===== src/rtl/logic_wave_renderer.sv =====
// logic_wave_renderer
//   Captures NUM_CH probe channels into a NUM_COLS-deep sample buffer using an
//   armed, rising-edge-triggered capture FSM. It also renders that buffer as
//   square-wave traces, one 64-row horizontal band per channel, by addressing an
//   external 8x64 tile ROM that has a one-cycle registered read.
//
//   Optional build macro: FORCE_TRIG_EN adds the force_trig input. In ARMED,
//   sample_tick & force_trig then starts a capture exactly as a trigger edge does.
//
// Ports
//   clk, rst            pixel clock, asynchronous active-high reset
//   probe               channels under test (clk domain)
//   sample_tick         one-cycle sample strobe
//   arm                 pulse: restart capture (waits for trigger)
//   trig_sel            channel whose rising edge starts the capture
//   force_trig          (FORCE_TRIG_EN only) trigger without an edge
//   pixel_x/pixel_y     raster coordinates, with video_on for the visible area
//   rom_addr            {prev_sample, cur_sample, row[5:0]} to the tile ROM
//   rom_data            ROM word for the previous cycle's rom_addr
//   wave_pixel          trace pixel, 3 clocks after its pixel_x/pixel_y
//   wave_band           pixel lies inside a channel band (same timing)
//   cap_state           IDLE=0 ARMED=1 CAPTURE=2 DONE=3
//   cap_done            high while cap_state is DONE
module logic_wave_renderer #(
    parameter int NUM_CH     = 4,
    parameter int NUM_COLS   = 80,
    parameter int Y_TOP      = 64,
    parameter int BAND_PITCH = 96
) (
    input  logic                      clk,
    input  logic                      rst,
    input  logic [NUM_CH-1:0]         probe,
    input  logic                      sample_tick,
    input  logic                      arm,
    input  logic [$clog2(NUM_CH)-1:0] trig_sel,
`ifdef FORCE_TRIG_EN
    input  logic                      force_trig,
`endif
    input  logic [9:0]                pixel_x,
    input  logic [9:0]                pixel_y,
    input  logic                      video_on,
    output logic [7:0]                rom_addr,
    input  logic [7:0]                rom_data,
    output logic                      wave_pixel,
    output logic                      wave_band,
    output logic [1:0]                cap_state,
    output logic                      cap_done
);

    localparam int CW  = $clog2(NUM_COLS);
    localparam int CHW = $clog2(NUM_CH);

    typedef enum logic [1:0] {IDLE = 2'd0, ARMED = 2'd1, CAPTURE = 2'd2, DONE = 2'd3} state_t;

    state_t                          state_q, state_d;
    logic [CW-1:0]                   wr_idx_q, wr_idx_d;
    logic [NUM_CH-1:0]               prev_probe_q, prev_probe_d;
    logic [NUM_COLS-1:0][NUM_CH-1:0] buf_q, buf_d;
    logic                            cap_done_q, cap_done_d;
    logic                            trig;

    // Render pipeline: stage 1 (ROM address + bit index), stage 2 (aligned with rom_data)
    logic       prev_s1_q, prev_s1_d, cur_s1_q, cur_s1_d, inb_s1_q, inb_s1_d;
    logic [5:0] row_s1_q, row_s1_d;
    logic [2:0] bit_s1_q, bit_s1_d, bit_s2_q;
    logic       inb_s2_q;
    logic       wave_pixel_q, wave_pixel_d, wave_band_q;

    // Decode of the current raster coordinate
    logic           hit, col_ok, in_band, cur_smp, prev_smp;
    logic [CHW-1:0] ch;
    logic [5:0]     row;
    logic [6:0]     col, ci, pi;

    // ---------------- capture ----------------
    always_comb begin
        state_d      = state_q;
        wr_idx_d     = wr_idx_q;
        buf_d        = buf_q;
        prev_probe_d = sample_tick ? probe : prev_probe_q;
        trig         = 1'b0;
        // out-of-range channel selects never trigger
        if (int'(trig_sel) < NUM_CH)
            trig = sample_tick & probe[trig_sel] & ~prev_probe_q[trig_sel];
`ifdef FORCE_TRIG_EN
        trig = trig | (sample_tick & force_trig);
`endif
        if (arm) begin
            // arm wins over a same-cycle trigger or sample write; buffer is kept
            state_d  = ARMED;
            wr_idx_d = '0;
        end else begin
            case (state_q)
                IDLE: ;
                ARMED: if (trig) begin
                    buf_d[0] = probe;
                    wr_idx_d = CW'(1);
                    state_d  = CAPTURE;
                end
                CAPTURE: if (sample_tick) begin
                    buf_d[wr_idx_q] = probe;
                    wr_idx_d        = wr_idx_q + 1'b1;
                    if (wr_idx_q == CW'(NUM_COLS - 1)) state_d = DONE;
                end
                default: ;  // DONE: buffer frozen until the next arm
            endcase
        end
        cap_done_d = (state_d == DONE);
    end

    // ---------------- render decode ----------------
    always_comb begin
        hit = 1'b0;
        ch  = '0;
        row = '0;
        // bands never overlap (BAND_PITCH >= 64), so at most one matches
        for (int c = 0; c < NUM_CH; c++) begin
            if (int'(pixel_y) >= Y_TOP + c * BAND_PITCH &&
                int'(pixel_y) <  Y_TOP + c * BAND_PITCH + 64) begin
                hit = 1'b1;
                ch  = CHW'(c);
                row = 6'(int'(pixel_y) - (Y_TOP + c * BAND_PITCH));
            end
        end
        col      = pixel_x[9:3];
        col_ok   = int'(col) < NUM_COLS;
        ci       = col_ok ? col : 7'd0;
        pi       = (ci == 7'd0) ? ci : ci - 7'd1;  // column 0 has no left neighbour
        in_band  = video_on & hit & col_ok;
        cur_smp  = buf_q[ci][ch];
        prev_smp = buf_q[pi][ch];

        // outside a band the ROM address is forced to 8'h00
        prev_s1_d = in_band & prev_smp;
        cur_s1_d  = in_band & cur_smp;
        row_s1_d  = in_band ? row : 6'd0;
        bit_s1_d  = pixel_x[2:0];
        inb_s1_d  = in_band;

        wave_pixel_d = inb_s2_q & rom_data[3'd7 - bit_s2_q];
    end

    always_ff @(posedge clk or posedge rst) begin
        if (rst) begin
            state_q      <= IDLE;
            wr_idx_q     <= '0;
            prev_probe_q <= '0;
            buf_q        <= '0;
            cap_done_q   <= 1'b0;
            prev_s1_q    <= 1'b0;
            cur_s1_q     <= 1'b0;
            row_s1_q     <= '0;
            bit_s1_q     <= '0;
            inb_s1_q     <= 1'b0;
            bit_s2_q     <= '0;
            inb_s2_q     <= 1'b0;
            wave_pixel_q <= 1'b0;
            wave_band_q  <= 1'b0;
        end else begin
            state_q      <= state_d;
            wr_idx_q     <= wr_idx_d;
            prev_probe_q <= prev_probe_d;
            buf_q        <= buf_d;
            cap_done_q   <= cap_done_d;
            prev_s1_q    <= prev_s1_d;
            cur_s1_q     <= cur_s1_d;
            row_s1_q     <= row_s1_d;
            bit_s1_q     <= bit_s1_d;
            inb_s1_q     <= inb_s1_d;
            bit_s2_q     <= bit_s1_q;
            inb_s2_q     <= inb_s1_q;
            wave_pixel_q <= wave_pixel_d;
            wave_band_q  <= inb_s2_q;
        end
    end

    assign rom_addr   = {prev_s1_q, cur_s1_q, row_s1_q};
    assign wave_pixel = wave_pixel_q;
    assign wave_band  = wave_band_q;
    assign cap_state  = state_q;
    assign cap_done   = cap_done_q;

endmodule


===== config.mk =====
export PLATFORM = sky130hd
export DESIGN_NAME = logic_wave_renderer
export DESIGN_NICKNAME = d
export VERILOG_FILES = /design/src/rtl/logic_wave_renderer.sv
export SDC_FILE = /design/constraint.sdc
export NUM_CORES = 1
export LEC_CHECK = 0
export BUFFER_PORTS_ARGS = -buffer_cell sky130_fd_sc_hd__buf_2
export CAP_MARGIN = 10
export CELL_PAD_IN_SITES_DETAIL_PLACEMENT = 0
export CELL_PAD_IN_SITES_GLOBAL_PLACEMENT = 2
export CORE_UTILIZATION = 42
export DETAILED_ROUTE_END_ITERATION = 10
export GPL_ROUTABILITY_DRIVEN = 1
export GPL_TIMING_DRIVEN = 0
export PLACE_DENSITY = 0.77
export RECOVER_POWER = 50
export SETUP_SLACK_MARGIN = 0.05
export SLEW_MARGIN = 20
export SYNTH_ARGS = -nofsm -noshare
export SYNTH_HDL_FRONTEND = slang
export SYNTH_SLANG_ARGS = --single-unit

===== constraint.sdc =====
create_clock -name clk -period 15.5 [get_ports clk]
set_input_delay 3.1 -clock clk [delete_from_list [all_inputs] [get_ports clk]]
set_output_delay 3.1 -clock clk [all_outputs]
set_load 0.02 [all_outputs]

==> flow_metrics.py <==
metrics = {
    "synthesis": {
        "synth_enable_flop_cells": 0,
        "synthDistinctLibCells": 81,
        "synth_top_flop_cell": "dfrtp_1",
        "netlist.top_cell.by_area": "dfrtp_1",
        "postSynthRegisterBits": 352,
        "synth.top_cells.by_area": "dfrtp_1, mux2_2, nand2_1",
        "syn-cell-area_mm2": 0.02036,
        "mappedNetlistNets": 2078,
        "proportion_of_register_bits_with_asynchronous_set_or_reset_after_synthesis_pct": 100.0,
        "post_synthesis_instance_total": 2034,
        "synth_largest_type_area_fraction_pct": 43.26,
        "synthesis.area_per_instance_um2": 10.01,
        "yosys_warnings": 0,
        "sequential_share_of_the_synthesized_area_pct": 43.26,
    },
    "finish": {
        "mostFrequentLayoutCells": "nand2_1, dfrtp_1, mux2_2",
        "drive_gt1_share_pct": 25.89,
        "layout.core_utilization_pct": 48.12,
        "flow.area_growth_from_synthesis_pct": 12.82,
        "final_cell_count_no_fill": 2780,
        "finish.net_count": 2180,
    },
    "floorplanning": {
        "boundary_pins": 52,
        "initial_utilization_pct": 42.65,
        "number_of_rows_in_the_core_area": 80,
        "fp.coreArea_mm2": 0.04775,
        "design.die.area_mm2": 0.04937,
        "die_h_um": 222.2,
        "fp.dieW_um": 222.2,
    },
    "worst_hold_path": {
        "timing.hold.worst.class": "reg2reg",
        "beginning_of_the_worst_hold_path": "bit_s1_q[2]",
        "worstHoldEndpoint": "bit_s2_q[2]",
        "timing.hold.worst_path_depth": 0,
    },
    "clock_network": {
        "cts_post_setup_buffers_inserted": 0,
        "worst_skew_pair.late_latency_ps": 610,
        "postCtsResizedCells": 0,
        "cts_num_sinks": 352,
        "cts.reportedPaths.clkPinSlew_ps": 60,
        "cts_hold_buf": 0,
        "cts-root-buf": "clkbuf_16",
        "cts_tree": "done",
        "cts_made_buffers": 41,
        "cts_htree_levels": 2,
        "clock_tree.buffer_depth": 3,
    },
    "routing": {
        "via_count": 18850,
        "first_iter_violations": 2562,
        "drt.antenna.violating_nets": 0,
        "drt_first_pass_iters": 9,
        "remaining_drc_errors": 0,
        "post_drt_via_cell_ratio": 6.779,
        "wire_length_after_detailed_routing_um": 103100,
        "post_drt_wl_per_cell_um": 37.07,
    },
    "sta": {
        "clock-skew-final_ps": 21.64,
        "final_period_minus_worst_setup_slack_ps": 10820,
        "grt_setup_unrepaired": "no",
        "max-slew-margin-rel_pct": -271.4,
        "fin_crit_sh_pct": 69.81,
        "worst_hold_slack_ps": 347.2,
        "final_hold_viol_count": 0,
        "postLayoutSetupSlackWorst_ps": 4679,
        "report.final.setup_viol": 0,
        "worst_pin_slew_ps": 5570,
        "clock.fmax_mhz": 92.41,
        "report.final.slew_viol_count": 283,
    },
    "grt": {
        "pin_count_of_the_biggest_net_entering_global_routing": 104,
        "grt_antenna_before_repair": 7,
        "global_route_congestion_overflow_total": 0,
        "grt.total_usage_pct": 41.71,
        "grt_pass1_vias": 18250,
        "wire_length_of_the_first_global_routing_pass_um": 142500,
    },
    "pwr": {
        "finalPower_uw": 2399,
        "internal_power_uw": 1626,
        "vdd.ir_drop.worst_v": 0.00008037,
        "power_per_cell_area_mw_per_mm2": 104.4,
        "combinationalPowerShare_pct": 18.5,
        "switchingPower_uw": 773.2,
        "clock_power_share_pct": 42.4,
        "p_leak_uw": 0.01026,
        "net_sw_share_pct": 32.22,
        "part_of_the_total_power_dissipated_in_sequential_elements_pct": 39.2,
    },
    "flow_run": {
        "timing.max_cap.violations": 3,
    },
    "setup_path": {
        "length_in_cells_of_the_worst_reg_to_reg_path": 9,
        "path_common_cell": "buf_2",
        "sort_of_element_at_the_start_of_the_critical_path": "primary input",
        "setup_slack_of_the_most_critical_reg_to_reg_path_ps": 12120,
        "cp_data_arrival_time_ps": 11290,
        "critPathMaxFanout": 10,
        "worstPathRequired_ps": 15970,
        "critical_r2r_capture": "buf_q[215]",
        "worst_r2r_startpoint": "cap_state[0]",
        "worst_path_max_delay_cell": "clkbuf_1",
        "setup_crit_end_kind": "flop",
        "worst-setup-path-type": "in2reg",
        "cp_cell_sequence": "buf_2 -> buf_2 -> o21ai_2 -> nand2_1 -> buf_1 -> clkbuf_1 -> buf_1 -> ha_1 -> clkbuf_1 -> xor2_1 -> o211a_1 -> buf_2 -> buf_2 -> clkbuf_1 -> nand3_1 -> a21oi_1 -> nor3_1 -> nor4_1 -> o211ai_1 -> a32o_1",
        "cp_slowest_stage_delay_ps": 1010,
    },
    "placed_design": {
        "placedCellCount": 2708,
        "pre_cts_slack_ps": 4663,
        "numPortBuffers": 40,
        "gp_congestion": 1.041,
        "dp_hpwl_um": 75660,
    },
    "run_status": {
        "failed_checks": "max-capacitance violations, max-slew violations",
        "result_of_the_run": "complete, but fails checks",
    },
}
==> worst max path at each step <==
stage                     cells past startpoint  slack [ps]       start     endpoint
after global routing                          3        3830         rst   buf_q[188]
after CTS                                    20        5260  pixel_x[8]    prev_s1_q
after global placement                        2       -1230         rst   buf_q[160]
after detailed placement                     20        4660  pixel_x[8]    prev_s1_q
after floorplan                               1        2640         rst  bit_s1_q[0]
final                                        20        4680  pixel_x[8]    prev_s1_q
==> layout make-up <==
| type | count | area (µm²) |
|---|---|---|
| clock buffer | 54 | 1197 |
| clock inverter | 16 | 171.4 |
| multi-input combinational | 1507 | 10820 |
| sequential | 352 | 8808 |
| tap | 615 | 769.5 |
| timing repair buffer | 59 | 396.6 |
| fill | 4553 | 24770 |
| antenna | 2 | 5.005 |
| buffer | 169 | 785.8 |
| inverter | 6 | 23.77 |
==> per-layer routing <==
metal  wire [µm]  share of wire (%)  GRT usage (%)  up-vias
li1            -                  -              -     7662
met1       40930                 40          54.74     9554
met2       42970                 42          60.16     1281
met3       12360                 12          13.38      343
met4        6671                6.5          24.04        6
met5         125               0.12          1.466        -
==> flip-flops by register name, summed over array words and instances (netlist names) <==
| signal | flops |
|---|---|
| bit_s1_q | 3 |
| bit_s2_q | 3 |
| buf_q | 320 |
| cap_done | 1 |
| cap_state | 2 |
| cur_s1_q | 1 |
| inb_s1_q | 1 |
| inb_s2_q | 1 |
| prev_probe_q | 4 |
| prev_s1_q | 1 |
| row_s1_q | 6 |
| wave_band | 1 |
| wave_pixel | 1 |
| wr_idx_q | 7 |
==> power groups by stage <==
| stage | combinational, µW | clock (µW) | sequential (µW) |
|---|---|---|---|
| final | 443 | 1020 | 940 |
| after CTS | 422 | 1020 | 939 |
| after detailed placement | 421 | 0 | 956 |
| after global placement | 414 | 0 | 956 |
| after floorplan | 217 | 0 | 955 |
| after global routing | 445 | 1050 | 941 |
==> metrics by stage <==
step           setup TNS [ps]  cell area [µm²]
2_1_floorplan               0            20360
4_1_cts                     0            23020
3_5_place_dp                0            21650
6_report                    0            22970
5_1_grt                     0            22970
3_3_place_gp          -413610            21330
==> cell families (layout without fill, tap and decap cells) <==
kind of cell             Yosys count  count (layout)  synth area share, %
AND/OR/NAND/NOR                  727             727                16.31
multiplexers                     457             457                24.91
flip-flops                       352             352                43.26
AO/OA/AOI/OAI                    313             313                11.07
buffers and inverters            175             304                3.932
adder cells (fa/ha/maj)            5               5               0.3072
XOR/XNOR                           5               5               0.2150
other                              0               2                    0
==> cells in the mapped netlist, drive strengths merged (5+ instances only) <==
cell type	instances
nor2b	15
a32oi	10
nand2	353
a221oi	65
clkbuf	93
dfrtp	352
mux2i	117
and3	32
nor3	66
a21oi	28
and2	11
nand4	13
a311oi	11
nand3b	5
nor4	7
nor2	97
a21boi	5
o21ai	37
o22ai	28
o211ai	7
mux2	335
inv	6
ha	5
a31oi	57
nand2b	13
mux4	5
buf	76
o2111ai	5
a211oi	27
nand3	89
a32o	5
==> worst max-delay path, delay by kind of cell <==
kind	cells	cell delay [ps]
xor gates and xnor gates	1	230
and+or+nand+nor	4	960
adders and majority gates	1	340
AOI/OAI and AO/OA	5	1310
buffers and inverters	9	5320
Power figures use the tool's default switching activity.
